<file path="config.mk">
export PLATFORM = sky130hd
export DESIGN_NAME = bus_drive_decoder
export DESIGN_NICKNAME = d
export VERILOG_FILES = /design/src/rtl/bus_drive_pkg.sv /design/src/rtl/dec_5_32.sv /design/src/rtl/bus_drive_decoder.sv
export SDC_FILE = /design/constraint.sdc
export NUM_CORES = 1
export LEC_CHECK = 0
export CAP_MARGIN = 20
export CORE_ASPECT_RATIO = 0.6
export CORE_MARGIN = 5
export CORE_UTILIZATION = 35
export DETAILED_ROUTE_END_ITERATION = 10
export MAX_ROUTING_LAYER = met4
export SLEW_MARGIN = 20
export SYNTH_ARGS = -nofsm -noshare
export SYNTH_HDL_FRONTEND = slang
export SYNTH_HIERARCHICAL = 1
export SYNTH_SLANG_ARGS = --single-unit
</file>
<file path="constraint.sdc">
create_clock -name clock -period 4.15 [get_ports clock]
set_input_delay 0.6225 -clock clock [delete_from_list [all_inputs] [get_ports clock]]
set_output_delay 0.6225 -clock clock [all_outputs]
set_load 0.02 [all_outputs]
</file>
<file path="src/rtl/bus_drive_pkg.sv">
// Shared types and constants for the bus drive decoder.
// No logic; no latency; no backpressure.
package bus_drive_pkg;

    typedef enum logic [1:0] {
        IDLE,
        DRIVE,
        TURN
    } state_t;

    localparam int DEF_N_OUT  = 32;
    localparam int DEF_CODE_W = 5;
    localparam int TURN_W     = 3;

endpackage

</file>
<file path="src/rtl/dec_5_32.sv">
// Combinational code to one-hot decoder; out-of-range codes give all-zero.
// Zero latency; no backpressure.
module dec_5_32
    import bus_drive_pkg::*;
#(
    parameter int N_OUT  = DEF_N_OUT,
    parameter int CODE_W = DEF_CODE_W
) (
    input  logic [CODE_W-1:0] code,
    output logic [N_OUT-1:0]  onehot
);

    always_comb begin
        onehot = '0;
        for (int i = 0; i < N_OUT; i++) begin
            if (32'(code) == i) begin
                onehot[i] = 1'b1;
            end
        end
    end

endmodule

</file>
<file path="src/rtl/bus_drive_decoder.sv">
// Registered code to one-hot bus-drive enable with hold-until-release and turnaround gap.
// Latency: drive valid one cycle after req is accepted.
// Backpressure: ready is low while driving or in turnaround; requests then are dropped.
// Optional BUS_DRIVE_TIMEOUT_EN forces a release (with err) after TIMEOUT drive cycles.
// The release input is named release_req because release is a reserved word.
module bus_drive_decoder
    import bus_drive_pkg::*;
#(
    parameter int N_OUT       = DEF_N_OUT,
    parameter int CODE_W      = DEF_CODE_W,
    parameter int TURN_CYCLES = 1,
    parameter int TIMEOUT     = 16
) (
    input  logic              clock,
    input  logic              clear,
    input  logic              req,
    input  logic [CODE_W-1:0] code,
    input  logic              release_req,
    output logic              ready,
    output logic [N_OUT-1:0]  drive,
    output logic              active,
    output logic [CODE_W-1:0] active_code,
    output logic              err
);

    if (N_OUT < 2 || N_OUT > 32 || N_OUT > (1 << CODE_W)) begin : g_bad_n_out
        $error("bus_drive_decoder: N_OUT out of range");
    end
    if (TURN_CYCLES < 0 || TURN_CYCLES > 7) begin : g_bad_turn
        $error("bus_drive_decoder: TURN_CYCLES out of range");
    end
    if (TIMEOUT < 1 || TIMEOUT > 255) begin : g_bad_timeout
        $error("bus_drive_decoder: TIMEOUT out of range");
    end

    state_t             state;
    logic [TURN_W-1:0]  turn_cnt;
    logic [N_OUT-1:0]   dec_onehot;
    logic               code_legal;
    logic               timeout_hit;
    logic               end_drive;

    dec_5_32 #(
        .N_OUT  (N_OUT),
        .CODE_W (CODE_W)
    ) u_dec (
        .code   (code),
        .onehot (dec_onehot)
    );

    // The decoder already zeroes out-of-range codes, so any set bit means legal.
    assign code_legal = |dec_onehot;
    assign ready      = (state == IDLE) & ~clear;

`ifdef BUS_DRIVE_TIMEOUT_EN
    logic [7:0] drive_cnt;

    assign timeout_hit = (state == DRIVE) && (drive_cnt == 8'(TIMEOUT - 1));

    always_ff @(posedge clock) begin
        if (clear || state != DRIVE) begin
            drive_cnt <= '0;
        end else begin
            drive_cnt <= drive_cnt + 8'd1;
        end
    end
`else
    assign timeout_hit = 1'b0;
`endif

    assign end_drive = release_req | timeout_hit;

    always_ff @(posedge clock) begin
        if (clear) begin
            state       <= IDLE;
            turn_cnt    <= '0;
            drive       <= '0;
            active      <= 1'b0;
            active_code <= '0;
            err         <= 1'b0;
        end else begin
            err <= 1'b0;
            case (state)
                IDLE: begin
                    if (req) begin
                        if (code_legal) begin
                            drive       <= dec_onehot;
                            active      <= 1'b1;
                            active_code <= code;
                            state       <= DRIVE;
                        end else begin
                            err <= 1'b1;
                        end
                    end
                end
                DRIVE: begin
                    // A real release wins over a timeout, so err only flags a forced one.
                    if (end_drive) begin
                        drive       <= '0;
                        active      <= 1'b0;
                        active_code <= '0;
                        err         <= timeout_hit & ~release_req;
                        if (TURN_CYCLES == 0) begin
                            state <= IDLE;
                        end else begin
                            state    <= TURN;
                            turn_cnt <= TURN_W'(TURN_CYCLES - 1);
                        end
                    end
                end
                TURN: begin
                    if (turn_cnt == '0) begin
                        state <= IDLE;
                    end else begin
                        turn_cnt <= turn_cnt - 1'b1;
                    end
                end
                default: begin
                    state       <= IDLE;
                    drive       <= '0;
                    active      <= 1'b0;
                    active_code <= '0;
                end
            endcase
        end
    end

endmodule

</file>
# After elaboration in Yosys (flattened, before gate mapping)
# Index checks and enable logic that the tools add are counted.
[totals] reg_bits=44
[classes] n_eq_ne=38 bitwise=5 muxes=53 n_addsub=1 reduce_logical=9
[ops] op="$mux W32" n=3
[ops] op="$pmux W32 S3" n=1
[ops] op="$eq A5 B5 Y1 const B" n=16
[ops] op="$eq A5 B4 Y1 const B" n=8
[ops] op="$mux W1" n=36
[ops] op="$reduce_or A32 Y1" n=1
[ops] op="$eq A5 B3 Y1 const B" n=4
[ops] op="$mux W5" n=3
[ops] op="$pmux W5 S3" n=1
[ops] op="$eq A5 B2 Y1 const B" n=2
[ops] op="$ne A2 B2 Y1 const B" n=5
[ops] op="$mux W2" n=4
[ops] op="$reduce_and A4 Y1" n=2
[ops] op="$mux W3" n=2
[ops] op="$pmux W2 S3" n=1
[ops] op="$pmux W3 S2" n=1
[ops] op="$eq A5 B1 Y1 const B" n=1
[ops] op="$logic_not A5 Y1" n=1
[ops] op="$not A1 Y1" n=4
[ops] op="$logic_not A3 Y1" n=1
[ops] op="$pmux W1 S3" n=1
[ops] op="$reduce_and A3 Y1" n=1
[ops] op="$reduce_or A3 Y1" n=1
[ops] op="$sub A3 B1 Y3 const B" n=1
[ops] op="5 further kinds" n=5

# Logic depth before layout (Yosys ltp)
[logic_depth] depth_word=6 depth_mapped=8 ltp_nobuf=6

# By module
# Netlist, hierarchy kept.
[by_module_without_submodules] module="bus_drive_decoder" instances=1 area_each_um2=1599.0 cells_per_inst=140
[by_module_without_submodules] module="dec_5_32" instances=1 area_each_um2=221.5 cells_per_inst=47

# Least setup slack after synthesis
# OpenSTA, ideal clock, no wires.
[synth_timing] path_kind="input port to flip-flop" start="in code[3]" end="reg drive[0]" path_slack_ns=1.863 setup_ns=0.059 n_path_buf=2 path_stages=8 t_arrival_ns=2.228 path_cell_list="nand2b_1 -> clkbuf_1 -> nor2_1 -> nor4_1 -> nand4_1 -> o32ai_4 -> buf_6 -> a22o_1"
[synth_via] elab_chain_cells=5 elab_cells_between_ends=70 cone_classes="eq/ne (32); mux (35); reduce/logical (3)"
[synth_lines] item="start, declared" line="bus_drive_decoder.sv:17" rtl="input logic [CODE_W-1:0] code,"
[synth_lines] item="$eq A5 B5 Y1" line="dec_5_32.sv:16" rtl="if (32'(code) == i) begin"
[synth_lines] item="$mux W1" line="dec_5_32.sv:16"
[synth_lines] item="named net dec_onehot[18]" line="bus_drive_decoder.sv:38" rtl="logic [N_OUT-1:0] dec_onehot;"
[synth_lines] item="$reduce_or A32 Y1" line="bus_drive_decoder.sv:52" rtl="assign code_legal = |dec_onehot;"
[synth_lines] item="$ne A2 B2 Y1 (no source line)"
[synth_lines] item="$reduce_and A4 Y1 (no source line)"
[synth_lines] item="end signal, assigned" line="bus_drive_decoder.sv:87" rtl="drive <= dec_onehot;"
[synth_lines] item="end, declared" line="bus_drive_decoder.sv:20" rtl="output logic [N_OUT-1:0] drive,"
# The timed path passes the listed nets, and every way through them passes these cells. The select of a mux whose other input is x is not followed.
# A chain may end at the register's enable or synchronous reset.

# Final worst setup path
[layout_timing] start="in code[0]" end="reg drive[22]"
[layout_via] elab_chain_cells=5 elab_cells_between_ends=70 cone_classes="eq/ne (32); mux (35); reduce/logical (3)"
[layout_lines] item="$eq A5 B3 Y1" line="dec_5_32.sv:16"
[layout_lines] item="$mux W1" line="dec_5_32.sv:16"
[layout_lines] item="named net dec_onehot[6]" line="bus_drive_decoder.sv:38"
[layout_lines] item="$reduce_or A32 Y1" line="bus_drive_decoder.sv:52"
[layout_lines] item="$ne A2 B2 Y1 (no source line)"
[layout_lines] item="$reduce_and A4 Y1 (no source line)"
# The timed path passes the listed nets, and every way through them passes these cells. The select of a mux whose other input is x is not followed.

==> flow_summary.ini <==
[setup_path]
end_kind = flip-flop
arrival_ns = 3.28
path_cells = clkdlybuf4s50_1 -> nand3b_1 -> nor2_1 -> nor4_1 -> nand4_1 -> o32ai_4 -> buf_4 -> a22o_1
critPathKind = in -> reg
start_kind = input pin
worstPathMaxFanout = 14
critPathRequiredTime_ns = 4.38
slowest_stage = clkdlybuf4s50_1
critPathMaxStageDelay_ns = 0.62

[global_route]
grt_pass1_vias = 1428
grt_pass1_wl_um = 7510
grt_overflow_total = 0
gr-usage-all-layers_pct = 14.8
grt_max_degree = 38
antenna_found_initial = 0

[pwr]
ir_drop_v = 0.000117
swShare_pct = 27.3
pwr-share-seq_pct = 51.2
p_per_area_mw_per_mm2 = 357
combinationalPowerShare_pct = 17.1
leakage_nw = 0.912
power.share.clock_pct = 31.7
power_switching_mw = 0.237
internal_power_mw = 0.632

[route]
wl_per_cell_um = 15.6
first_pass_iters = 4
avgViaCountPerCell = 5.17
drc_errors = 0
drtAntennaViolNets = 0
wl_um = 4690
vias = 1556
first_iter_violations = 105

[floorplanning]
rows = 20
coreArea_sq_mm = 0.00505
num_io_pins = 49
initial_utilization_pct = 36.0
die_h_um = 65.9
die-area_sq_mm = 0.00679
die_w_um = 103

[timing]
max_freq_mhz = 328
rsz0062_at_grt = false
min_period_ns = 3.05
setup_tns_ns = 0
postLayoutSetupSlackWorst_ns = 1.10
hold_ws_ns = 0.475
maxSlewHeadroom_pct = 63.6
finalMaxSlewViolations = 0
finalSetupViolations = 0
finClkSkew_ns = 0.00907
finalHoldViolations = 0
fin_crit_sh_pct = 73.5
worst_pin_slew_ns = 0.545

[clock_network]
clockBufferDepth = 2
clkTransAtPathRegs_ns = 0.08
postCtsSetupRepairBufs = 0
h-tree-depth = 2
tritoncts = built
cts_buffers = 5
clock-sinks = 44
holdBufCountCts = 0
ctsResizeCount = 0
clkLatencyLatePin_ns = 0.29
clockRootBuffer = clkbuf_8

[synth]
synthTopCellsByArea = dfxtp_1 (48%), a22o_1 (15%), nor2_1 (7.6%), a32o_2 (3.1%), nor4_1 (2.7%)
syn_avg_cell_area_sq_um = 9.74
ys.flop_type = dfxtp_1
synth-seq-cells = 44
synth_edf_count = 0
ys_warn_count = 6
synth_top_area_share_pct = 48.4
synth_async_sr_flop_share_pct = 0
yosysSeqAreaShare_pct = 48.4
ys_types = 31
yosys.area.top_type = dfxtp_1
synthCells = 187
synth_area_sq_mm = 0.00182
synth_fp_nets = 198

[layout]
final_common_cell = clkdlybuf4s50_1
multi_input_area_sq_um = 852
final_core_util_pct = 48.2
mostFrequentLayoutCells = clkdlybuf4s50_1 (48), dfxtp_1 (44), nor2_1 (37)
finalNonFillerCells = 301
regArea_sq_um = 881
syn_to_final_growth_pct = 33.7
nets = 245
fill_cells = 485
drive_gt1_share_pct = 9.79
diodes = 0

[placed_design]
dp_hpwl_um = 3520
dp_cells = 293
pre_cts_ws_ns = 0.864
gp_congestion = 0.801
io_buffer_count = 48

[run]
max_cap_violations = 0

[run_status]
status = finished, final reports clean

[worst_hold_path]
hp-class = reg -> reg
power groups by stage:
stage	logic (mW)	clock network [mW]	registers [mW]
final	0.149	0.275	0.445
after global routing	0.161	0.306	0.447
after CTS	0.149	0.285	0.445
after detailed placement	0.148	0	0.455
after global placement	0.149	0	0.455
after floorplan	0.0879	0	0.467
flip-flops by register name, indices dropped and copies added (netlist names):
| register | count |
|---|---|
| active | 1 |
| active_code | 5 |
| drive | 32 |
| err | 1 |
| state | 2 |
| turn_cnt | 3 |
synth_stat cells (3+ instances only):
cell type,n
dfxtp_1,44
nor2_1,37
a22o_1,32
nor4_1,8
nand2b_1,6
a32o_2,5
a21oi_1,4
buf_2,4
clkbuf_1,4
inv_1,4
nand3b_1,4
o21ai_0,4
or3_1,4
buf_6,3
or3b_4,3
cells by family after synthesis:
group                    count (synthesis)  synth area share, %
AO/OA/AOI/OAI                           49                 23.3
adder cells (fa/ha/maj)                  2                 1.37
buffers and inverters                   16                 4.81
flip-flops                              44                 48.4
multiplexers                             1                0.550
AND/OR/NAND/NOR                         75                 21.6
critical path: cells and delay by family:
family | cells | cell delay (ns)
buffers and inverters | 2 | 0.92
AO/OA/AOI/OAI | 2 | 0.70
AND/OR/NAND/NOR | 4 | 1.04
area by class of cell:
type                       instances  area share, %
sequential                        44           36.2
tap                               66           3.39
timing repair buffer              51           20.7
inverter                           5          0.771
clock inverter                     2          0.617
multi-input combinational        127           35.0
clock buffer                       6           3.39
path summary, 6_finish.rpt:
check                  from        endpoint  slack, ns  cells after the start
min reg2reg  active_code[4]  active_code[4]       0.47                      1
min          active_code[4]  active_code[4]       0.47                      1
max                 code[0]       drive[22]       1.10                      8
max reg2reg        state[0]       drive[22]       2.28                      4
stage by stage:
stage	power, mW	area, sq um
2_1_floorplan	0.554	1820
3_3_place_gp	0.604	2340
3_5_place_dp	0.604	2340
4_1_cts	0.879	2430
5_1_grt	0.914	2430
6_report	0.869	2430
per-layer routing:
| metal | global-route usage, % | share of wire (%) |
|---|---|---|
| met4 | 4.20 | 0.41 |
| met3 | 4.64 | 9.2 |
| met1 | 23.1 | 55 |
| met5 | - | 0 |
| met2 | 17.5 | 36 |
(Power assumes the default switching activity.)
